`src/rtl/fifo_stream_reader_if.sv`:
```
// rtl/fifo_stream_reader_if.sv - fifo pop port and output stream bundle for fifo_stream_reader
interface fifo_stream_reader_if #(
    parameter int DATA_W = 8
) ();
    logic              fifo_empty_i;
    logic              fifo_pop_o;
    logic [DATA_W-1:0] fifo_pop_data_i;
    logic              out_valid_o;
    logic [DATA_W-1:0] out_data_o;
    logic              out_last_o;
    logic              out_ready_i;

    modport master (
        input  fifo_empty_i,
        input  fifo_pop_data_i,
        input  out_ready_i,
        output fifo_pop_o,
        output out_valid_o,
        output out_data_o,
        output out_last_o
    );

    modport slave (
        output fifo_empty_i,
        output fifo_pop_data_i,
        output out_ready_i,
        input  fifo_pop_o,
        input  out_valid_o,
        input  out_data_o,
        input  out_last_o
    );
endinterface

```
`src/rtl/fifo_stream_reader.sv`:
```
// rtl/fifo_stream_reader.sv - burst reader turning edge-triggered fifo pops into a valid/ready stream
// Optional FIFO_READER_PREFETCH_EN adds a second holding entry so pops overlap the output handshake.
module fifo_stream_reader #(
    parameter int DATA_W = 8,
    parameter int LEN_W  = 8
) (
    input  logic               clk,
    input  logic               rst,
    input  logic               start_i,
    input  logic [LEN_W-1:0]   len_i,
    input  logic               abort_i,
    output logic               busy_o,
    output logic               done_o,
    fifo_stream_reader_if.master bus
);
    typedef enum logic [1:0] {ST_IDLE, ST_REQ, ST_WAIT, ST_HOLD} state_t;

    state_t             state;
    state_t             state_nx;
    logic [LEN_W-1:0]   pops_left;
    logic [LEN_W-1:0]   words_left;
    logic               pop_q;
    logic               done_q;
    logic [1:0]         cnt;
    logic [1:0]         cnt_nx;
    logic [DATA_W-1:0]  buf0;
`ifdef FIFO_READER_PREFETCH_EN
    logic [DATA_W-1:0]  buf1;
`endif
    logic               hs;
    logic               last_hs;
    logic               slot_ok;
    logic               issue_pop;
    logic               accept;

    always_ff @(posedge clk) begin
        if (rst) begin
            state <= ST_IDLE;
        end else begin
            state <= state_nx;
        end
    end

    // HOLD means the head entry is valid; WAIT means the output is empty but a pop is in flight.
    always_comb begin
        hs      = (state == ST_HOLD) && bus.out_ready_i;
        last_hs = hs && (words_left == LEN_W'(1));
        accept  = (state == ST_IDLE) && start_i && (len_i != '0);
`ifdef FIFO_READER_PREFETCH_EN
        slot_ok = ((state == ST_REQ) || (state == ST_HOLD)) && (cnt != 2'd2);
`else
        slot_ok = (state == ST_REQ);
`endif
        issue_pop = slot_ok && !abort_i && !pop_q && (pops_left != '0) && !bus.fifo_empty_i;
        cnt_nx    = cnt + {1'b0, pop_q} - {1'b0, hs};
        state_nx  = state;
        if (state == ST_IDLE) begin
            if (accept) begin
                state_nx = ST_REQ;
            end
        end else if (abort_i || last_hs) begin
            state_nx = ST_IDLE;
        end else if (cnt_nx != 2'd0) begin
            state_nx = ST_HOLD;
        end else if (issue_pop) begin
            state_nx = ST_WAIT;
        end else begin
            state_nx = ST_REQ;
        end
    end

    always_comb begin
        busy_o          = (state != ST_IDLE);
        done_o          = done_q;
        bus.fifo_pop_o  = pop_q;
        bus.out_valid_o = (state == ST_HOLD);
        bus.out_last_o  = (state == ST_HOLD) && (words_left == LEN_W'(1));
        bus.out_data_o  = buf0;
    end

    always_ff @(posedge clk) begin
        if (rst) begin
            pop_q      <= 1'b0;
            done_q     <= 1'b0;
            cnt        <= 2'd0;
            pops_left  <= '0;
            words_left <= '0;
        end else if ((state != ST_IDLE) && abort_i) begin
            pop_q      <= 1'b0;
            done_q     <= 1'b0;
            cnt        <= 2'd0;
            pops_left  <= '0;
            words_left <= '0;
        end else if (accept) begin
            pop_q      <= 1'b0;
            done_q     <= 1'b0;
            cnt        <= 2'd0;
            pops_left  <= len_i;
            words_left <= len_i;
        end else begin
            pop_q  <= issue_pop;
            done_q <= last_hs;
            cnt    <= last_hs ? 2'd0 : cnt_nx;
            if (issue_pop) begin
                pops_left <= pops_left - LEN_W'(1);
            end
            if (hs) begin
                words_left <= words_left - LEN_W'(1);
            end
        end
    end

    // Pop data is captured on the edge that ends the pop pulse, while the fifo still shows that word.
`ifdef FIFO_READER_PREFETCH_EN
    always_ff @(posedge clk) begin
        if (rst) begin
            buf0 <= '0;
            buf1 <= '0;
        end else begin
            case ({hs, pop_q})
                2'b10: buf0 <= buf1;
                2'b01: begin
                    if (cnt == 2'd0) begin
                        buf0 <= bus.fifo_pop_data_i;
                    end else begin
                        buf1 <= bus.fifo_pop_data_i;
                    end
                end
                2'b11: begin
                    if (cnt == 2'd1) begin
                        buf0 <= bus.fifo_pop_data_i;
                    end else begin
                        buf0 <= buf1;
                        buf1 <= bus.fifo_pop_data_i;
                    end
                end
                default: ;
            endcase
        end
    end
`else
    always_ff @(posedge clk) begin
        if (rst) begin
            buf0 <= '0;
        end else if (pop_q) begin
            buf0 <= bus.fifo_pop_data_i;
        end
    end
`endif
endmodule

```
`src/flat_wrapper.sv`:
```
// flat-port wrapper written by rule: the top's interface ports become plain ports
module fifo_stream_reader_flat 
#(
    parameter int DATA_W = 8,
    parameter int LEN_W  = 8
)
  (clk, rst, start_i, len_i, abort_i, busy_o, done_o, bus_fifo_empty_i, bus_fifo_pop_data_i, bus_out_ready_i, bus_fifo_pop_o, bus_out_valid_o, bus_out_data_o, bus_out_last_o);
  fifo_stream_reader_if #(.DATA_W(DATA_W)) bus_i ();
  input  logic clk;
  input  logic rst;
  input  logic start_i;
  input  logic [LEN_W-1:0] len_i;
  input  logic abort_i;
  output logic busy_o;
  output logic done_o;
  input wire logic [$bits(bus_i.fifo_empty_i)-1:0] bus_fifo_empty_i;
  input wire logic [$bits(bus_i.fifo_pop_data_i)-1:0] bus_fifo_pop_data_i;
  input wire logic [$bits(bus_i.out_ready_i)-1:0] bus_out_ready_i;
  output wire logic [$bits(bus_i.fifo_pop_o)-1:0] bus_fifo_pop_o;
  output wire logic [$bits(bus_i.out_valid_o)-1:0] bus_out_valid_o;
  output wire logic [$bits(bus_i.out_data_o)-1:0] bus_out_data_o;
  output wire logic [$bits(bus_i.out_last_o)-1:0] bus_out_last_o;
  assign bus_i.fifo_empty_i = bus_fifo_empty_i;
  assign bus_i.fifo_pop_data_i = bus_fifo_pop_data_i;
  assign bus_i.out_ready_i = bus_out_ready_i;
  assign bus_fifo_pop_o = bus_i.fifo_pop_o;
  assign bus_out_valid_o = bus_i.out_valid_o;
  assign bus_out_data_o = bus_i.out_data_o;
  assign bus_out_last_o = bus_i.out_last_o;
  fifo_stream_reader #(.DATA_W(DATA_W), .LEN_W(LEN_W)) u_core (.clk(clk), .rst(rst), .start_i(start_i), .len_i(len_i), .abort_i(abort_i), .busy_o(busy_o), .done_o(done_o), .bus(bus_i));
endmodule
```
`config.mk`:
```
export PLATFORM = sky130hd
export DESIGN_NAME = fifo_stream_reader_flat
export DESIGN_NICKNAME = d
export VERILOG_FILES = /design/src/rtl/fifo_stream_reader_if.sv /design/src/rtl/fifo_stream_reader.sv /design/src/flat_wrapper.sv
export SDC_FILE = /design/constraint.sdc
export NUM_CORES = 1
export LEC_CHECK = 0
export CORE_MARGIN = 4
export CORE_UTILIZATION = 48
export CTS_BUF_LIST = sky130_fd_sc_hd__clkbuf_8
export DETAILED_ROUTE_END_ITERATION = 10
export PLACE_DENSITY = 0.77
export SYNTH_ARGS = -nofsm -noshare
export SYNTH_HDL_FRONTEND = slang
export SYNTH_SLANG_ARGS = --single-unit
```
`constraint.sdc`:
```
create_clock -name clk -period 5.36 [get_ports clk]
set_clock_uncertainty 0.15 [all_clocks]
set_input_delay 0.804 -clock clk [delete_from_list [all_inputs] [get_ports clk]]
set_output_delay 0.804 -clock clk [all_outputs]
set_load 0.01 [all_outputs]
```
==> impl_metrics.py <==
metrics = {
    "clock_tree": {
        "clk_pin_slew_ns": 0.06,
        "post_cts_buffers": 0,
        "cts_sinks": 30,
        "cts_tree": "done",
        "clock_insertion_delay_worst_skew_ns": 0.28,
        "hold_buffers": 0,
        "cts_buffers": 5,
        "cts_buffer_depth": 2,
        "cts_root_buffer": "clkbuf_8",
        "cts_resized": 0,
        "htree_levels": 2,
    },
    "power": {
        "total_power_w": 0.000527,
        "p_leak_nw": 0.735,
        "irDropWorstVdd_uv": 171,
        "pwr_density_cell_nw_per_um2": 266,
    },
    "die": {
        "start_util": 0.502,
        "io_pins": 35,
        "die_area_um2": 4160,
        "rows": 20,
        "die_y_um": 64.5,
        "die_w_um": 64.5,
        "coreArea_um2": 3050,
    },
    "setup_path": {
        "slowest_stage": "nor4_1",
        "path_buf_inv": 1,
        "crit_family": "simple AND/OR/NAND/NOR gates",
        "r2r-start": "u_core.state[1]",
        "r2r_slack_ns": 3.04,
        "cp.required_ns": 4.41,
        "cp_data_arrival_time_ns": 2.10,
        "cp_max_fo": 5,
        "critPathLaunchType": "register",
        "path_cells": "nor4_1, and4_1, clkdlybuf4s50_1",
        "timing.rr.end": "u_core.state[0]",
        "worstSetupPathType": "reg2out",
        "slowest_delay_ns": 0.62,
        "crit_path_end_kind": "output pin",
        "reg2regPathDepth": 7,
    },
    "sta": {
        "holdWs_ns": 0.350,
        "fin_crit_ns": 3.06,
        "rsz0062_at_grt": "false",
        "max_slew.worst_pin.slew_ns": 0.658,
        "fin_setup_tns_ns": 0,
        "period_share": 0.570,
        "final_max_slew_viol_count": 0,
        "setup_viol": 0,
        "relSlewSlack": 0.557,
        "final_hold_viol_count": 0,
        "fmax_mhz": 327,
    },
    "cells_and_area": {
        "area_growth_pct": 29.2,
        "postLayoutCoreUtil": 0.649,
        "antennaDiodeCount": 0,
        "final_nets": 231,
        "design_area_um2": 1980,
        "final_layout_size_suffix_gt1_frac": 0.0792,
    },
    "drt": {
        "post_drt_wl_per_cell_um": 15.3,
        "drt_wl_total_um": 3770,
        "dr_total_vias": 1350,
        "viasPerCell": 5.49,
        "post-route-drc-count": 0,
        "firstDrtPassIters": 4,
        "drt_iter0_drc": 64,
        "drtAntennaViolNets": 0,
    },
    "logic_synthesis": {
        "synth_area_um2": 1530,
        "ys_warn_count": 0,
        "syn_nets": 195,
        "synth_seq_cells": 30,
        "synth_cell_types": 39,
        "synthCells": 167,
        "yosysSeqAreaShare": 0.392,
        "syn_avg_cell_area_um2": 9.19,
    },
    "placed_design": {
        "port_buffers": 34,
        "globalplace.congestion": 0.802,
        "dpl.hpwl_um": 2870,
        "place_area_um2": 1900,
    },
    "global_routing": {
        "antenna_found_initial": 0,
        "grt_pass1_wl_um": 6480,
        "use_met2": 0.345,
        "grt.busiest_layer": "met2",
        "grt_pass1_vias": 1483,
        "grt.overflow.total": 0,
        "grt_max_degree": 26,
        "met1_usage": 0.225,
        "grt.total_usage": 0.206,
        "use_met3": 0.0745,
    },
    "hold_path": {
        "holdCritStartpoint": "u_core.bus.out_data_o[5]",
        "hold_end": "u_core.bus.out_data_o[5]",
        "hold_path_depth": 2,
        "hold_path_class": "reg2reg",
    },
    "job": {
        "cap_violations": 0,
    },
    "status": {
        "outcome": "finished, final reports clean",
    },
}
## cell families (layout without fill, tap and decap cells)
family,count (synthesis),in the layout,share of synthesized area
fa+ha+maj,6,6,0.0489
buf+inv,15,50,0.0440
mux,11,11,0.0718
flops,30,30,0.392
compound gates,34,34,0.143
simple gates,61,61,0.244
xor+xnor,10,10,0.0571
## synthesized netlist by cell type (all sizes together)
master / count / area share
dfxtp: 30 / 0.39
nor2: 17 / 0.046
a21oi: 16 / 0.055
mux2i: 11 / 0.072
inv: 10 / 0.024
o21ai: 9 / 0.029
nand2: 7 / 0.019
ha: 6 / 0.049
xor2: 6 / 0.034
nand3: 5 / 0.016
nor3: 5 / 0.016
a31oi: 4 / 0.016
buf: 4 / 0.017
nor3b: 4 / 0.033
or4: 4 / 0.022
xnor2: 4 / 0.023
and2: 3 / 0.012
nand4: 3 / 0.012
nand4b: 3 / 0.017
and3: 2 / 0.0082
and4: 2 / 0.011
nor4: 2 / 0.0082
nor4b: 2 / 0.011
o211ai: 2 / 0.022
a2111oi: 1 / 0.0098
and3b: 1 / 0.0057
clkbuf: 1 / 0.0024
nor2b: 1 / 0.0041
o31ai: 1 / 0.0049
o32ai: 1 / 0.0057
## how the worst max path moves through the flow
stage | start | endpoint | slack [ns] | cells after the start
CTS | u_core.words_left[2] | bus_out_last_o | 2.29 | 3
global route | u_core.words_left[2] | bus_out_last_o | 2.14 | 3
detailed placement | len_i[0] | u_core.cnt[1] | 2.28 | 5
finish | u_core.words_left[2] | bus_out_last_o | 2.30 | 3
global placement | len_i[0] | u_core.cnt[1] | 2.37 | 5
floorplan | bus_out_ready_i | u_core.state[0] | 2.98 | 8
## placed cells by master, fill, tap and decap left out, types with 2 or more instances in the layout
cell	n
clkdlybuf4s50_1	34
dfxtp_1	30
nor2_1	16
a21oi_1	15
mux2i_1	11
inv_1	10
nand2_1	6
xor2_1	6
ha_1	6
clkbuf_8	6
nand3_1	5
o21ai_0	5
nor3_1	5
a31oi_1	4
xnor2_1	4
o21ai_1	4
and2_1	3
or4_1	3
nand4_1	3
nand4b_1	3
and3_1	2
nor4_1	2
and4_1	2
nor3b_2	2
nor4b_1	2
## per-stage QoR
step | cells | setup WS (ns)
2_1_floorplan | 167 | 2.98
3_3_place_gp | 240 | 2.37
3_5_place_dp | 240 | 2.28
4_1_cts | 246 | 2.29
5_1_grt | 246 | 2.14
6_report | 246 | 2.30
## tightest hold or removal path, delay by kind of cell (launching register included)
kind | cells | cell delay [ns]
flip-flops | 1 | 0.33
multiplexers | 1 | 0.06
AND/OR/NAND/NOR | 1 | 0.07
## metal layers
metal | routed length, um | up-vias
met5 | 0 | -
met2 | 1860 | 52
met1 | 1570 | 620
li1 | - | 670
met3 | 267 | 8
met4 | 76 | 0
## state kept, by name, summed over array words and instances (netlist names)
name	flops
u_core.bus.out_data_o	8
u_core.pops_left	8
u_core.words_left	8
u_core.cnt	2
u_core.state	2
u_core.bus.fifo_pop_o	1
u_core.done_o	1
## final cells by class
cell class / count / area (um^2)
tap: 44 / 55.1
fill: 272 / 1070
multi-input combinational: 122 / 866
inverter: 10 / 37.5
timing repair buffer: 34 / 340
clock buffer: 6 / 82.6
sequential: 30 / 601
## where the power goes
group	internal (W)	switching, W	leakage (nW)	total [W]
clock	0.0000987	0.0000780	0.0431	0.000177
sequential	0.000237	0.0000153	0.245	0.000252
combinational	0.0000454	0.0000524	0.447	0.0000978
Power figures use the tool's default switching activity.
